**src/rtl/fetch_ctrl_pkg.sv**
```systemverilog
// Shared definitions for the fetch redirect controller.
// Holds the controller state encoding, grant bit positions for the redirect
// arbiter, trap cause constants and the default trap handler entry PC.
package fetch_ctrl_pkg;

  typedef enum logic [1:0] {
    ST_WAIT_RST = 2'd0,
    ST_RUN      = 2'd1,
    ST_FLUSH    = 2'd2
  } fetch_state_e;

  // One-hot grant vector bit positions, highest priority first.
  localparam int unsigned GNT_W    = 4;
  localparam int unsigned GNT_EXC  = 0;
  localparam int unsigned GNT_IRQ  = 1;
  localparam int unsigned GNT_MRET = 2;
  localparam int unsigned GNT_BR   = 3;

  localparam logic [4:0]  IRQ_EXT_CAUSE    = 5'd11;
  localparam int unsigned MCAUSE_INT_BIT   = 31;
  localparam logic [31:0] TRAP_VEC_DEFAULT = 32'h0000_0100;

  // Flush lengths are 1..7, so three bits of down-counter suffice.
  localparam int unsigned FLUSH_CNT_W = 3;

  function automatic logic [31:0] exc_mcause(input logic [4:0] cause);
    return {27'b0, cause};
  endfunction

  function automatic logic [31:0] irq_mcause();
    return (32'd1 << MCAUSE_INT_BIT) | {27'b0, IRQ_EXT_CAUSE};
  endfunction

endpackage

```
**src/rtl/fetch_ctrl_redirect_arb.sv**
```systemverilog
// Combinational redirect arbiter.
// Picks one redirect request in fixed priority order
// exception > interrupt > mret > branch and returns a one-hot grant plus the
// matching target PC. Holds no state.
// Ports:
//   exc_valid_i/exc_target_i      exception request and its target
//   irq_eligible_i/irq_target_i   qualified interrupt request and its target
//   mret_valid_i/mret_target_i    trap return request and its target
//   br_valid_i/br_target_i        branch request and its target
//   grant_o                       one-hot grant (zero when nothing requested)
//   target_o                      target PC of the granted request
module redirect_arb
  import fetch_ctrl_pkg::*;
#(
  parameter int unsigned AW = 32
) (
  input  logic             exc_valid_i,
  input  logic [AW-1:0]    exc_target_i,
  input  logic             irq_eligible_i,
  input  logic [AW-1:0]    irq_target_i,
  input  logic             mret_valid_i,
  input  logic [AW-1:0]    mret_target_i,
  input  logic             br_valid_i,
  input  logic [AW-1:0]    br_target_i,
  output logic [GNT_W-1:0] grant_o,
  output logic [AW-1:0]    target_o
);

  always_comb begin
    grant_o  = '0;
    target_o = '0;
    if (exc_valid_i) begin
      grant_o[GNT_EXC] = 1'b1;
      target_o         = exc_target_i;
    end else if (irq_eligible_i) begin
      grant_o[GNT_IRQ] = 1'b1;
      target_o         = irq_target_i;
    end else if (mret_valid_i) begin
      grant_o[GNT_MRET] = 1'b1;
      target_o          = mret_target_i;
    end else if (br_valid_i) begin
      grant_o[GNT_BR] = 1'b1;
      target_o        = br_target_i;
    end
  end

endmodule

```
**src/rtl/fetch_ctrl.sv**
```systemverilog
// Fetch redirect controller.
// Accepts exception / interrupt / mret / branch redirects while running,
// issues a one-cycle registered jump pulse to the PC generator, flushes the
// front pipeline for FLUSH_CYCLES cycles and tracks the trap registers.
// Ports:
//   clk, rst_n                          clock, async active-low reset
//   i_pc_valid                          PC generator active
//   i_stall                             pipeline hold request
//   i_br_valid/i_br_pc                  resolved branch and target
//   i_exc_valid/i_exc_pc/i_exc_cause    synchronous exception
//   i_irq/i_irq_en/i_irq_pc             interrupt level, enable, resume PC
//   i_mret_valid                        return from trap
//   o_jump_valid/o_jump_pc              redirect pulse and target
//   o_holding                           hold request to PC generator
//   o_flush                             kill IF/ID and ID/EX
//   o_mepc/o_mcause/o_in_trap           trap state
module fetch_ctrl
  import fetch_ctrl_pkg::*;
#(
  parameter int unsigned    AW           = 32,
  parameter logic [AW-1:0]  TRAP_VEC     = AW'(TRAP_VEC_DEFAULT),
  parameter int unsigned    FLUSH_CYCLES = 2
) (
  input  logic          clk,
  input  logic          rst_n,
  input  logic          i_pc_valid,
  input  logic          i_stall,
  input  logic          i_br_valid,
  input  logic [AW-1:0] i_br_pc,
  input  logic          i_exc_valid,
  input  logic [AW-1:0] i_exc_pc,
  input  logic [4:0]    i_exc_cause,
  input  logic          i_irq,
  input  logic          i_irq_en,
  input  logic [AW-1:0] i_irq_pc,
  input  logic          i_mret_valid,
  output logic          o_jump_valid,
  output logic [AW-1:0] o_jump_pc,
  output logic          o_holding,
  output logic          o_flush,
  output logic [AW-1:0] o_mepc,
  output logic [31:0]   o_mcause,
  output logic          o_in_trap
);

  localparam logic [FLUSH_CNT_W-1:0] CNT_LOAD = FLUSH_CNT_W'(FLUSH_CYCLES);
  localparam logic [FLUSH_CNT_W-1:0] CNT_ONE  = FLUSH_CNT_W'(1);

  fetch_state_e           state_q;
  logic [FLUSH_CNT_W-1:0] cnt_q;
  logic                   jump_valid_q;
  logic [AW-1:0]          jump_pc_q;
  logic [AW-1:0]          mepc_q, mepc_d;
  logic [31:0]            mcause_q, mcause_d;
  logic                   in_trap_q, in_trap_d;

  logic [GNT_W-1:0]       grant;
  logic [AW-1:0]          target;
  logic                   irq_eligible;
  logic                   accept;

  // Interrupts are masked while a handler is running so the saved PC of the
  // interrupted code is not lost.
  assign irq_eligible = i_irq & i_irq_en & ~in_trap_q;

  redirect_arb #(
    .AW(AW)
  ) u_arb (
    .exc_valid_i   (i_exc_valid),
    .exc_target_i  (TRAP_VEC),
    .irq_eligible_i(irq_eligible),
    .irq_target_i  (TRAP_VEC),
    .mret_valid_i  (i_mret_valid),
    .mret_target_i (mepc_q),
    .br_valid_i    (i_br_valid),
    .br_target_i   (i_br_pc),
    .grant_o       (grant),
    .target_o      (target)
  );

  assign accept = (state_q == ST_RUN) & i_pc_valid & (|grant);

  always_comb begin
    mepc_d    = mepc_q;
    mcause_d  = mcause_q;
    in_trap_d = in_trap_q;
    if (accept) begin
      if (grant[GNT_EXC]) begin
        mepc_d    = i_exc_pc;
        mcause_d  = exc_mcause(i_exc_cause);
        in_trap_d = 1'b1;
      end else if (grant[GNT_IRQ]) begin
        mepc_d    = i_irq_pc;
        mcause_d  = irq_mcause();
        in_trap_d = 1'b1;
      end else if (grant[GNT_MRET]) begin
        in_trap_d = 1'b0;
      end
    end
  end

  always_ff @(posedge clk or negedge rst_n) begin
    if (!rst_n) begin
      state_q      <= ST_WAIT_RST;
      cnt_q        <= '0;
      jump_valid_q <= 1'b0;
      jump_pc_q    <= '0;
      mepc_q       <= '0;
      mcause_q     <= '0;
      in_trap_q    <= 1'b0;
    end else begin
      jump_valid_q <= 1'b0;
      mepc_q       <= mepc_d;
      mcause_q     <= mcause_d;
      in_trap_q    <= in_trap_d;
      // Losing the PC generator overrides every state; trap registers are
      // left untouched so a handler can still be resumed.
      if (!i_pc_valid) begin
        state_q <= ST_WAIT_RST;
        cnt_q   <= '0;
      end else begin
        unique case (state_q)
          ST_WAIT_RST: state_q <= ST_RUN;
          ST_RUN: begin
            if (accept) begin
              jump_valid_q <= 1'b1;
              jump_pc_q    <= target;
              cnt_q        <= CNT_LOAD;
              state_q      <= ST_FLUSH;
            end
          end
          ST_FLUSH: begin
            cnt_q <= cnt_q - CNT_ONE;
            if (cnt_q == CNT_ONE) state_q <= ST_RUN;
          end
          default: state_q <= ST_WAIT_RST;
        endcase
      end
    end
  end

  assign o_jump_valid = jump_valid_q;
  assign o_jump_pc    = jump_pc_q;
  assign o_flush      = (state_q == ST_FLUSH);
  assign o_holding    = i_stall & (state_q == ST_RUN) & ~jump_valid_q;
  assign o_mepc       = mepc_q;
  assign o_mcause     = mcause_q;
  assign o_in_trap    = in_trap_q;

endmodule

```
**config.mk**
```make
export PLATFORM = sky130hd
export DESIGN_NAME = fetch_ctrl
export DESIGN_NICKNAME = d
export VERILOG_FILES = /design/src/rtl/fetch_ctrl_pkg.sv /design/src/rtl/fetch_ctrl_redirect_arb.sv /design/src/rtl/fetch_ctrl.sv
export SDC_FILE = /design/constraint.sdc
export NUM_CORES = 1
export LEC_CHECK = 0
export CAP_MARGIN = 15
export CORE_AREA = 2 2 102 104
export CTS_CLUSTER_SIZE = 12
export DETAILED_ROUTE_END_ITERATION = 12
export DIE_AREA = 0 0 104 106
export PLACE_DENSITY = 0.83
export SYNTH_ARGS = -nofsm -noshare
export SYNTH_HDL_FRONTEND = slang
export SYNTH_SLANG_ARGS = --single-unit
export TNS_END_PERCENT = 30
```
**constraint.sdc**
```tcl
create_clock -name clk -period 2.76 [get_ports clk]
set_clock_uncertainty 0.15 [all_clocks]
set_input_delay 0.69 -clock clk [delete_from_list [all_inputs] [get_ports clk]]
set_output_delay 0.69 -clock clk [all_outputs]
set_load 0.01 [all_outputs]
```
# --- Word-level counts from Yosys, hierarchy flattened ---
# Index checks and enable logic that the tools add are counted.
totals:
  reg_bits: 103
  latchBits: 0
  ram_bits: 0
  romBits: 0
  input_bits: 110
  wordCells: 59
  n_memories: 0
op_classes:
  addsub: 1
  n_mul: 0
  div_mod_pow: 0
  magnitude_cmp: 0
  eq_ne: 6
  n_shift: 0
  muxes: 28
  n_bitwise: 8
  n_reduce_logical: 9
op_table:
  columns: ["op", "count"]
  rows:
  - ["two-way mux 32 bit", 8]
  - ["two-way mux 1 bit", 11]
  - ["two-way mux 3 bit", 3]
  - ["two-way mux 2 bit", 4]
  - ["AND reduction 2 bit", 4]
  - ["AND 1 bit", 6]
  - ["one-hot mux 2 bit (3 select lines)", 1]
  - ["one-hot mux 3 bit (2 select lines)", 1]
  - ["OR reduction 4 bit", 1]
  - ["== test 3 x 1 -> 1 bit (second input constant)", 1]
  - ["inequality test 3 x 1 -> 1 bit (second input constant)", 1]
  - ["inequality test 3 x 2 -> 1 bit (second input constant)", 1]
  - ["inequality test 3 bit (second input constant)", 1]
  - ["AND reduction 3 bit", 1]
  - ["nonzero test 3 bit", 1]
  - ["subtractor 3 x 1 -> 3 bit (second input constant)", 1]
  - ["== test 2 x 1 -> 1 bit (second input constant)", 1]
  - ["== test 2 bit (second input constant)", 1]
  - ["logical NOT 2 bit", 1]
  - ["inverter 1 bit", 2]
  - ["nonzero test 2 bit", 1]

# --- Longest topological paths before layout ---
# Gate-level depths: netlist of the first run.
depth:
  ltp_word: 9
  depth_mapped: 6
  mapped_depth_nobuf: 5

# --- Hierarchy ---
# A second synthesis of the first run with hierarchy kept.
unflattened:
  cells_unflattened: 377
  hier_area_um2: 4797.1
modules_own_cells:
  columns: ["module", "n_inst", "cells_each", "area_per_inst_um2", "seq_area_each_um2"]
  rows:
  - ["fetch_ctrl", 1, 254, 3731.1, 1926.8]
  - ["redirect_arb", 1, 123, 1066.0, 0.0]

# --- Worst setup path after synthesis of the first run ---
# No wires, ideal clock.
synth_timing:
  path_type: "input port to flip-flop"
  start: "in i_exc_valid"
  end: "reg mepc_q[11], in the netlist o_mepc[11]"
  setup_time_ps: 125
  t_arrival_ps: 1779
  t_required_ps: 2485
  setup_slack_ps: 706
  stages: 4
  path_buffers: 2
  cell_sequence: "buf_2 clkbuf_1 mux2_2 mux2_4"
synth_between:
  elab_chain_len: 4
synth_lines:
  columns: ["item", "line_no", "source"]
  rows:
  - ["from (decl)", "fetch_ctrl.sv:30", "input logic i_exc_valid,"]
  - ["two-way mux 1 bit or two-way mux 3 bit (tied branches)", "fetch_ctrl_redirect_arb.sv:32", "if (exc_valid_i) begin"]
  - ["OR reduction 4 bit", "fetch_ctrl.sv:81", "assign accept = (state_q == ST_RUN) & i_pc_valid & (|grant);"]
  - ["AND 1 bit", "fetch_ctrl.sv:81", null]
  - ["AND reduction 2 bit (no source line)", null, null]
  - ["to (signal assigned)", "fetch_ctrl.sv:113", "mepc_q <= mepc_d;"]
  - ["to (decl)", "fetch_ctrl.sv:53", "logic [AW-1:0] mepc_q, mepc_d;"]
# Several ways; a longest one is shown, not always the timed one.
# A chain may end at the register's enable or synchronous reset.

# --- Final worst setup path of the first run ---
layout_timing:
  start: "reg state_q[1]"
  end: "out o_flush"
layout_between:
  elab_chain_len: 1
layout_lines:
  columns: ["item", "line_no", "source"]
  rows:
  - ["from (decl)", "fetch_ctrl.sv:49", "fetch_state_e state_q;"]
  - ["from (signal assigned)", "fetch_ctrl.sv:104", "state_q <= ST_WAIT_RST;"]
  - ["from (signal assigned)", "fetch_ctrl.sv:119", "state_q <= ST_WAIT_RST;"]
  - ["from (signal assigned)", "fetch_ctrl.sv:123", "ST_WAIT_RST: state_q <= ST_RUN;"]
  - ["== test 2 bit", "fetch_ctrl.sv:144", "assign o_flush = (state_q == ST_FLUSH);"]
  - ["to (decl)", "fetch_ctrl.sv:40", "output logic o_flush,"]
# No other way between the ends.

==> summary by stage, run 1 <==
Yosys
The async set-reset flop share out of synthesis is 100%. The fraction of the yosys area taken by sequential cells is 43.9%. In the post-synthesis netlist, the cell with the most instances is dfrtp_1. Summed over its instances, the top area cell type makes up 43.9% of the synthesized netlist area. The flop and latch count out of synthesis is 77. Counting instances in the post-synthesis netlist gives the leading cell types as dfrtp_1, mux2_2, nand2_1, nand3b_1, a211oi_1. The number of library cell types mapped by synthesis is 34. The total standard cell area after synthesis is 4390 sq um. Of all cell types, the one taking the most synthesized area is dfrtp_1. In this run the mean area of a mapped cell was 12.0 sq um. After synthesis, the cell types taking the most area are dfrtp_1, mux2_2, mux2_4, nand3b_1, a211oi_1. Counting every instance in the synthesized netlist gives 367. The main flop type after synthesis is dfrtp_1. The number of enable-type register cells in the synthesized netlist is 0.

The total of warnings raised by yosys is 0.

Worst setup path
The signal on the critical path passes through or2b_1 > inv_1 > clkdlybuf4s50_1. The setup check on the worst reg-to-reg path leaves a slack of 0.81 ns. The required time of the critical path is 1.92 ns. Together, buffers and inverters on the worst path number 2. The critical path startpoint category is a flop. The launch point of the critical path is state_q[1]$_DFFE_PN0P_. The slowest stage of the critical path belongs to the cell clkdlybuf4s50_1.

The maximum net fanout on the critical path is 8. The family with the most delay on the worst path is buffers and inverters. The setup path with the least slack is of type flop to output pin. The startpoint of the worst register-to-register path is state_q[1]$_DFFE_PN0P_. On the worst path, the slowest cell contributes a delay of 0.57 ns. For the worst setup path, the data arrival time is 1.77 ns. The worst setup path is captured at an output pin.

Pwr
The worst IR drop on VDD is 0.000414 V. The share of total power dissipated in combinational logic is 43.4%. The sequential power share is 37.2%. In this run the static leakage power is 2.69 nW. Net switching is 30.3% of the power.

The power density of the placed cells is 784 nW/um^2. The clock network is responsible for 19.4% of the overall power. The internal portion of total power is 3.55 mW. The analysis attributes to net switching a power of 1.54 mW.

Global routing
The number of antenna violations at the first check in global routing is 0. The first global-routing pass estimated 19,200 um of wire. The via count of the first global-routing pass is 3,788. The total global routing overflow is 0. Entering global routing, the biggest net connects 43 pins.

The global router's overall resource usage is 21.5%.

Run status
The run finished with clean final reports.

Die
After floorplanning, the core was divided into 37 placement rows. The total die area is 11,000 sq um. From left edge to right edge, the die measures 104 um. The total area inside the core boundary comes to 10000 sq um.

The die span in y is 106 um. The number of primary I/O pins is 210. Once the floorplan was initialized, standard cells occupied 43.9% of the core.

Drt
The routed design has 11,600 um of wire. The violation count after the first detailed-route iteration is 120. The mean routed wirelength per cell is 17.0 um.

In the routed layout, each cell is associated on average with a via count of 5.13. The length of the first detailed-routing pass in iterations is 4. The routed via count is 3,519. The total DRC errors in the routed layout is 0. The post-detailed-route count of antenna-violating nets is 0.

Timing
After layout, the minimum clock period comes to 2.61 ns. The total count of hold-check failures in the final report is 0. Based on the critical path, the design can be clocked at up to 382 MHz.

The total count of max-transition violations in the final report is 0. Setup repair after global routing left no endpoint under its margin. The post-route clock period utilization is 94.7%.

The final worst-path setup slack is 0.145 ns. Setup violations remaining at the end of the flow were counted as 0.

Clock tree
The tree built by TritonCTS fans out to 77 sinks. The maximum root-to-sink buffer count is 2. The clock slew seen by the registers of the worst setup and hold paths is 0.09 ns. Once the clock tree was built, the setup fixing pass inserted 0 buffers.

TritonCTS created 9 clock buffers. CTS built an H-tree with a depth of 3. The number of hold-repair buffers added at the cts stage is 0. The clock reaches the later pin of the worst-skew pair after 0.34 ns. CTS placed an instance of clkbuf_8 at the clock tree root. The TritonCTS clock tree is done.

Gates resized during post-CTS repair numbered 1.

Placed design
The count of buffers added on input and output ports is 183. The detailed-placement wirelength estimate is 8640 um. The worst slack at placement is -0.112 ns. The final weighted congestion of routability-driven global placement is 0.815.

Layout
The repair_antennas step left the layout with diodes totalling 0. The layout net count is 657. The area growth from synthesis to layout is 47.7%. Cells with a size suffix above 1 make up 23.5% of the layout. The share of the core filled with cells in the final layout is 64.9%.

Min path
The classification of the worst-slack hold path is input port to async pin.

Run
The number of violations of the max-capacitance limit is 0.
power by group through the flow:
| stage | clock network (mW) | registers [mW] | logic (mW) |
|---|---|---|---|
| CTS | 1.00 | 1.90 | 2.23 |
| global route | 1.06 | 1.96 | 2.34 |
| floorplan | 0 | 2.05 | 0.831 |
| detailed placement | 0 | 1.92 | 2.22 |
| finish | 0.986 | 1.89 | 2.21 |
| global placement | 0 | 1.89 | 2.17 |
metrics by stage:
step | hold WS, ns | area [sq um] | setup TNS, ns | instances | total power, mW
3_5_place_dp | 0.329 | 6250 | -0.112 | 670 | 4.14
3_3_place_gp | 0.319 | 6250 | -0.0113 | 670 | 4.06
6_report | 0.141 | 6490 | 0 | 686 | 5.09
2_1_floorplan | 0.244 | 4480 | 0 | 392 | 2.89
4_1_cts | 0.154 | 6490 | 0 | 686 | 5.13
5_1_grt | 0.165 | 6490 | 0 | 686 | 5.36
path summary, 6_finish.rpt:
check	to	cells after the start
setup / recovery	o_flush	3
hold / removal	o_mepc[3]$_DFFE_PN0P_	1
setup reg to reg	o_jump_pc[18]$_DFFE_PN0P_	4
hold reg to reg	o_jump_pc[13]$_DFFE_PN0P_	1
max in group asynchronous	o_mepc[18]$_DFFE_PN0P_	2
min in group clk	o_jump_pc[13]$_DFFE_PN0P_	1
sequential cells by signal, summed over array words and instances, names as in the netlist:
register,flops
cnt_q,3
o_in_trap,1
o_jump_pc,32
o_jump_valid,1
o_mcause,6
o_mepc,32
state_q,2
final cells by class:
class | count | area [sq um]
fillers | 780 | 3510
multi-input cells | 254 | 2150
repair buffers | 199 | 1990
flip-flops and latches | 77 | 1930
well taps | 136 | 170
clock buffers | 11 | 151
clock inverters | 5 | 82.6
inverters | 4 | 15.0
cells by family (layout without fill, tap and decap cells):
logic type / count (synthesis) / after routing / share of synthesized area, %
other: 1 / 26 / 0.0854
AO/OA/AOI/OAI: 49 / 49 / 8.61
flip-flops: 77 / 77 / 43.9
adder cells (fa/ha/maj): 2 / 2 / 0.570
multiplexers: 96 / 96 / 26.8
XOR/XNOR: 1 / 1 / 0.200
buffers and inverters: 61 / 219 / 9.26
AND/OR/NAND/NOR: 80 / 80 / 10.6
per-layer routing:
metal / share of wire (%) / GRT usage [%] / vias to the layer above
li1: - / - / 1616
met3: 7.6 / 6.87 / 22
met5: 0 / 0 / -
met4: 1.8 / 5.79 / 0
met1: 41 / 25.5 / 1730
met2: 50 / 37.9 / 151
placed cells by master, fill, tap and decap left out, drive strengths merged:
cell type / synthesis / final
o21a: 3 / 3
bufinv: 0 / 2
a21o: 1 / 1
nor2: 2 / 2
o22a: 3 / 3
nand3b: 33 / 33
dlygate4sd2: 0 / 1
mux2: 96 / 96
and3b: 2 / 2
a211oi: 32 / 32
a32o: 2 / 2
nor4b: 1 / 1
clkbuf: 21 / 11
a21boi: 1 / 1
nor3: 1 / 1
a21oi: 3 / 3
clkinvlp: 0 / 3
nand2: 35 / 35
o31a: 1 / 1
clkdlybuf4s50: 0 / 179
nor4: 1 / 1
dfrtp: 77 / 77
nand2b: 1 / 1
ha: 2 / 2
or2b: 1 / 1
nand4b: 1 / 1
o21ai: 2 / 2
a31o: 1 / 1
nor3b: 2 / 2
xnor2: 1 / 1
buf: 36 / 19
inv: 4 / 4
conb: 1 / 26
No activity file was read; power rests on OpenSTA's default activity.
==> run 2, diff against run 1 <==
Settings changed: CORE_AREA 2 2 102 104 to 2 2 86 88, DIE_AREA 0 0 104 106 to 0 0 88 90, DONT_BUFFER_PORTS set to 1, PLACE_DENSITY 0.83 to 0.76.
Clock period 2.76 ns to 3 ns, I/O delays scaled along.
==> summary by stage, run 2 (synthesized netlist as in run 1, its figures left out) <==
Run status
The run finished with clean final reports.

Worst setup path
The highest-delay cell along the critical path is nor4b_1. The family with the most delay on the worst path is simple AND/OR/NAND/NOR gates. The critical path startpoint category is a flop. The worst reg2reg path endpoint is o_jump_pc[3]$_DFFE_PN0P_. The startpoint identified for the worst register-to-register timing path is state_q[1]$_DFFE_PN0P_. The worst stage delay on the critical path is 0.56 ns (about the same).

The required time of the critical path was 2.10 ns (+0.18 ns). The kind of critical path is flop to output pin. Walking the worst path, the cells encountered are nor4b_1. The number of cell instances on the worst register-to-register path is 4 (unchanged). The maximum net fanout on the critical path is 8 (unchanged). STA classifies the critical path endpoint as an output pin. The total buffers and inverters traversed by the critical path came to 0 (-2). The arrival time at the worst endpoint is 1.38 ns (-0.39 ns). The setup slack of the most critical reg-to-reg path came to 0.92 ns (+0.11 ns).

Drt
The violation count after the first detailed-route iteration was 131 (+9.2%). The post-detailed-route count of antenna-violating nets is 0 (unchanged). The total DRC errors in the routed layout was 0 (unchanged). The mean routed wirelength per cell is 21.6 um (+27%). The average via count per standard cell is 6.11 (+19%). The routed via count is 2,773 (-21%). The length of the first detailed-routing pass in iterations is 4 (unchanged).

The overall routed net length is 9820 um (-16%).

Timing
The total count of hold-check failures in the final report was 0 (unchanged). The post-route clock period utilization is 75.9%. Setup repair after global routing left no endpoint under its margin.

The slew of the pin with the lowest slew margin is 0.554 ns. The setup violation total in the final timing report came to 0 (unchanged). The final worst-path setup slack is 0.724 ns (+0.579 ns). For this run, the top clock speed supported by timing is 439 MHz. The final total negative setup slack is 0 ns (unchanged). For the finished layout, the period the worst path requires is 2.28 ns. The worst slew margin relative to its limit is 62.5%. The total count of max-transition violations in the final report is 0 (unchanged).

Layout
The share of the core filled with cells in the final layout is 64.2% (-0.62 points). In the layout the commonest cells are dfrtp_1, mux2_2, nand2_1. The library cell used most frequently in the layout, excluding fill and tap cells, is dfrtp_1. The number of diodes is 0 (unchanged).

The layout net count is 462 (-30%). The layout-stage area growth over the synthesis result is 2.74%. The fraction of layout instances using a drive strength above 1 is 31.3% (+7.8 points).

Clock tree
The clock slew seen by the registers of the worst setup and hold paths is 0.08 ns (about the same). TritonCTS built the clock tree. The number of levels the H-tree was split into is 3 (unchanged). The source-to-sink clock delay at the later pin of the worst-skew pair came to 0.34 ns (about the same). The total of cells resized after clock tree synthesis is 0 (-1). The maximum root-to-sink buffer count was 2 (unchanged).

The cell at the root of the clock tree is clkbuf_8. The clock sink count was 77 (unchanged). The number of buffers added for setup after CTS was 0 (unchanged). The number of buffers inserted during clock tree synthesis is 9 (unchanged).

Die
The placeable core region is 7020 sq um (-30%). The site row count is 31 (-16%). The die span in y is 90 um (-15%). The die span in x is 88 um (-15%). The effective utilization at floorplan is 62.5% (+19 points).

The number of primary I/O pins came to 210 (unchanged). The total die area is 7920 sq um (-28%).

Global routing
The via count of the first global-routing pass was 2,803 (-26%). The pin count of the biggest net entering global routing is 78 (+81%). The global router's overall resource usage is 24.5% (+2.9 points).

The wire length of the first global-routing pass is 14,700 um (-23%). The total global routing overflow was 0 (unchanged). The number of antenna violations at the first check in global routing is 0 (unchanged).

Pwr
The worst IR drop on VDD came to 0.000461 V (+11%). The switching share of total power is 33.1% (+2.9 points). The leakage power figure is 1.93 nW (-28%).

The power spent charging and discharging nets is 1.22 mW (-21%). The power density of the placed cells is 815 nW/um^2 (+3.9%). The portion of total power attributed to combinational logic is 21.9% (-22 points). The power consumption was 3.68 mW (-28%). The sequential power share is 54.8% (+18 points). The clock group share of total power is 23.4% (+4.0 points). The internal portion of total power came to 2.46 mW (-31%).

Placed design
The detailed-placement wirelength estimate came to 6510 um (-25%). The worst slack at placement is 0.737 ns (+0.849 ns). The count of buffers from port buffering is 0 (-100%). The final weighted congestion of routability-driven global placement is 0.769 (-5.6%).

Run
The number of violations of the max-capacitance limit is 0 (unchanged).

Min path
The min-delay analysis places its worst path in the category input port to async pin.
run 2: what timing repair did:
action,in CTS,in global routing
endpoints found under the setup margin,0,0
hold buffers,1,0
hold endpoints to repair,77,0
run 2: final cells by class:
type                       instances  area, sq um
sequential                        77         1930
inverter                           4         15.0
tap                               99          124
multi-input combinational        254         2150
clock buffer                      13          149
clock inverter                     3         68.8
timing repair buffer               4         75.1
fill                             562         2510
run 2: worst max-delay path by stage:
| stage | startpoint | to | slack, ns | cells after the start |
|---|---|---|---|---|
| after floorplan | i_exc_valid | o_mepc[11]$_DFFE_PN0P_ | 0.89 | 4 |
| after global placement | i_pc_valid | o_jump_pc[21]$_DFFE_PN0P_ | 0.80 | 4 |
| after detailed placement | i_pc_valid | o_jump_pc[19]$_DFFE_PN0P_ | 0.74 | 4 |
| after CTS | state_q[1]$_DFFE_PN0P_ | o_holding | 0.72 | 1 |
| after global routing | state_q[0]$_DFFE_PN0P_ | o_holding | 0.68 | 2 |
| final | state_q[1]$_DFFE_PN0P_ | o_holding | 0.72 | 1 |
run 2: per-stage QoR:
step	cell area, sq um	hold slack, ns	cells
global route	4510	0.158	454
CTS	4510	0.155	454
detailed placement	4270	0.306	437
finish	4510	0.142	454
global placement	4270	0.306	437
floorplan	4480	0.304	392
run 2: metal layers:
layer | wire [um] | vias to the layer above | track usage, %
met1 | 3800 | 1365 | 28.0
li1 | - | 1232 | -
met5 | 0 | - | 0
met3 | 793 | 27 | 7.35
met4 | 292 | 0 | 11.0
met2 | 4930 | 149 | 41.4
run 2: power groups by stage:
stage                     Sequential (mW)  Clock (mW)  Combinational (mW)
after floorplan                      1.89           0               0.764
after global placement               2.02           0               0.749
after detailed placement             2.03           0               0.783
after CTS                            2.01       0.878               0.815
after global routing                 2.07       0.937               0.880
final                                2.01       0.859               0.804
==> run 3, diff against run 2 <==
Settings changed: CORE_AREA 2 2 86 88 to 2 2 91 93, DIE_AREA 0 0 88 90 to 0 0 93 95, PLACE_DENSITY 0.76 to 0.71.
Clock period 3 ns to 1.99 ns, I/O delays scaled along.
==> summary by stage, run 3 (synthesized netlist as in run 1, its figures left out) <==
Worst setup path
The type of destination of the critical path is an output pin. The startpoint of the worst register-to-register path is o_in_trap$_DFFE_PN0P_. The arrival time at the worst endpoint is 1.28 ns (-0.10 ns).

The worst setup path is launched from a flop. The most critical setup path has its startpoint at state_q[1]$_DFFE_PN0P_. The maximum net fanout on the critical path is 7 (-1).

The required time of the critical path is 1.34 ns (-0.76 ns). The setup path with the least slack is of type flop to output pin.

Global routing
The pin count of the biggest net entering global routing is 78 (unchanged). The total global routing overflow came to 0 (unchanged). The global router's overall resource usage was 21.4% (-3.1 points). The number of antenna violations at the first check in global routing is 0 (unchanged). The via count of the first global-routing pass is 2,798 (-0.18%). The wire length of the first global-routing pass is 14,400 um (-1.8%).

Min path
The classification of the worst-slack hold path is input port to async pin.

Clock tree
The number of buffers added for setup after CTS was 0 (unchanged). The clock sink count is 77 (unchanged). TritonCTS built the clock tree.

The clock slew seen by the registers of the worst setup and hold paths was 0.08 ns (about the same). The number of levels the H-tree was split into came to 3 (unchanged). The number of buffers inserted during clock tree synthesis is 9 (unchanged). The cell at the root of the clock tree is clkbuf_8. The source-to-sink clock delay at the later pin of the worst-skew pair is 0.34 ns (about the same).

The maximum root-to-sink buffer count is 2 (unchanged).

Run status
The checks that failed: hold timing. The flow ran to the end, but the final reports show violations.

Run
The number of violations of the max-capacitance limit came to 0 (unchanged).

Timing
The total count of hold-check failures in the final report is 77 (+77). Setup repair after global routing left no endpoint under its margin. The shortest period the worst path allows is 1.93 ns. Of the available clock period, the critical path in the final layout requires 96.8%.

The setup violation total in the final timing report is 0 (unchanged). The final total negative setup slack is 0 ns (unchanged). The fmax is 519 MHz.

The final-layout worst hold slack is -0.305 ns (-0.447 ns). The total count of max-transition violations in the final report came to 0 (unchanged).

Layout
The area of all placed cells without fillers came to 4550 sq um (+0.89%). The layout net count is 467 (+1.1%). The library cell used most frequently in the layout, excluding fill and tap cells, is dfrtp_1. The number of diodes is 0 (unchanged).

The count of placed standard cells in the final layout, fillers left out is 463 (+2.0%). The fraction of layout instances using a drive strength above 1 was 33.2% (+2.0 points). The layout-stage area growth over the synthesis result is 3.65%. The top cell types in the final layout, fill and taps aside, are dfrtp_1, mux2_2, nand2_1.

Die
The die span in y is 95 um (+5.6%). The placeable core region is 7930 sq um (+13%). The effective utilization at floorplan is 55.4% (-7.2 points). The site row count is 33 (+6.5%). The total die area is 8840 sq um (+12%).

The die span in x came to 93 um (+5.7%). The number of primary I/O pins is 210 (unchanged).

Pwr
The portion of total power attributed to combinational logic is 22.2% (+0.3 points). The power density of the placed cells is 1200 nW/um^2 (+47%). The switching share of total power came to 32.9% (-0.27 points). The power consumption was 5.47 mW (+49%).

The clock group share of total power is 22.6% (-0.8 points). The leakage power figure is 1.95 nW (+1.1%). The sequential power share is 55.3% (+0.5 points). The internal portion of total power is 3.67 mW (+49%). The worst IR drop on VDD came to 0.000639 V (+39%).

The power spent charging and discharging nets is 1.80 mW (+47%).

Drt
The routed via count was 2,774 (+0.036%). The average via count per standard cell was 5.99 (-1.9%). The total DRC errors in the routed layout was 0 (unchanged). The overall routed net length was 9610 um (-2.1%).

The violation count after the first detailed-route iteration was 122 (-6.9%). The post-detailed-route count of antenna-violating nets is 0 (unchanged). The length of the first detailed-routing pass in iterations was 4 (unchanged). The mean routed wirelength per cell is 20.8 um (-4.0%).

Placed design
The total placed instance area is 4330 sq um (+1.5%). The total instance count after detailed placement is 449 (+2.7%). The count of buffers from port buffering is 0 (unchanged). The detailed-placement wirelength estimate is 6620 um (+1.7%). The final weighted congestion of routability-driven global placement is 0.864 (+12%).
[run 3: repair_timing]
action,CTS,global route
setup endpoints to repair,1,1
endpoints found under the hold margin,77,77
resized for setup,1,3
[run 3: through the flow]
stage,utilization [%],setup WS (ns),hold WS (ns)
6_report,57.4,0.0635,-0.305
5_1_grt,57.4,0.0129,-0.332
4_1_cts,57.2,0.00720,-0.324
3_5_place_dp,54.6,0.156,0.0543
3_3_place_gp,54.6,0.219,0.0549
2_1_floorplan,-,0.128,0.0519
[run 3: layer usage]
| metal | routed length, um | share of wire (%) | global-route usage [%] | vias up |
|---|---|---|---|---|
| li1 | - | - | - | 1237 |
| met1 | 3760 | 39 | 25.0 | 1358 |
| met2 | 4760 | 50 | 37.0 | 163 |
| met3 | 889 | 9.3 | 6.62 | 16 |
| met4 | 195 | 2.0 | 8.33 | 0 |
| met5 | 0 | 0 | 0 | - |
[run 3: area by class of cell]
type	instances	area (sq um)
Clock buffer	9	124
Clock inverter	5	77.6
Fill cell	675	3380
Inverter	4	15.0
Multi-Input combinational cell	254	2170
Sequential cell	77	1930
Tap cell	105	131
Timing Repair Buffer	9	109
[run 3: worst max-delay path: stages (launching register included)]
cell and delay (ns):
dfrtp_1 0.39, buf_6 0.14, nor4b_4 0.26, buf_4 0.16
[run 3: final timing paths]
kind	end	slack, ns	depth (start not counted)
setup / recovery	o_holding	0.06	3
hold / removal	o_mepc[3]$_DFFE_PN0P_	-0.30	0
setup reg to reg	o_mepc[20]$_DFFE_PN0P_	0.16	4
hold reg to reg	o_mcause[4]$_DFFE_PN0P_	0.43	1
max in group asynchronous	o_jump_pc[29]$_DFFE_PN0P_	1.82	0
min in group clk	o_mcause[0]$_DFFE_PN0P_	0.13	1
[run 3: power groups by stage]
stage | Clock, mW | Sequential [mW] | Combinational (mW)
6_report | 1.23 | 3.02 | 1.21
5_1_grt | 1.32 | 3.11 | 1.33
4_1_cts | 1.27 | 3.03 | 1.22
3_5_place_dp | 0 | 3.06 | 1.21
3_3_place_gp | 0 | 3.04 | 1.16
2_1_floorplan | 0 | 2.85 | 1.15
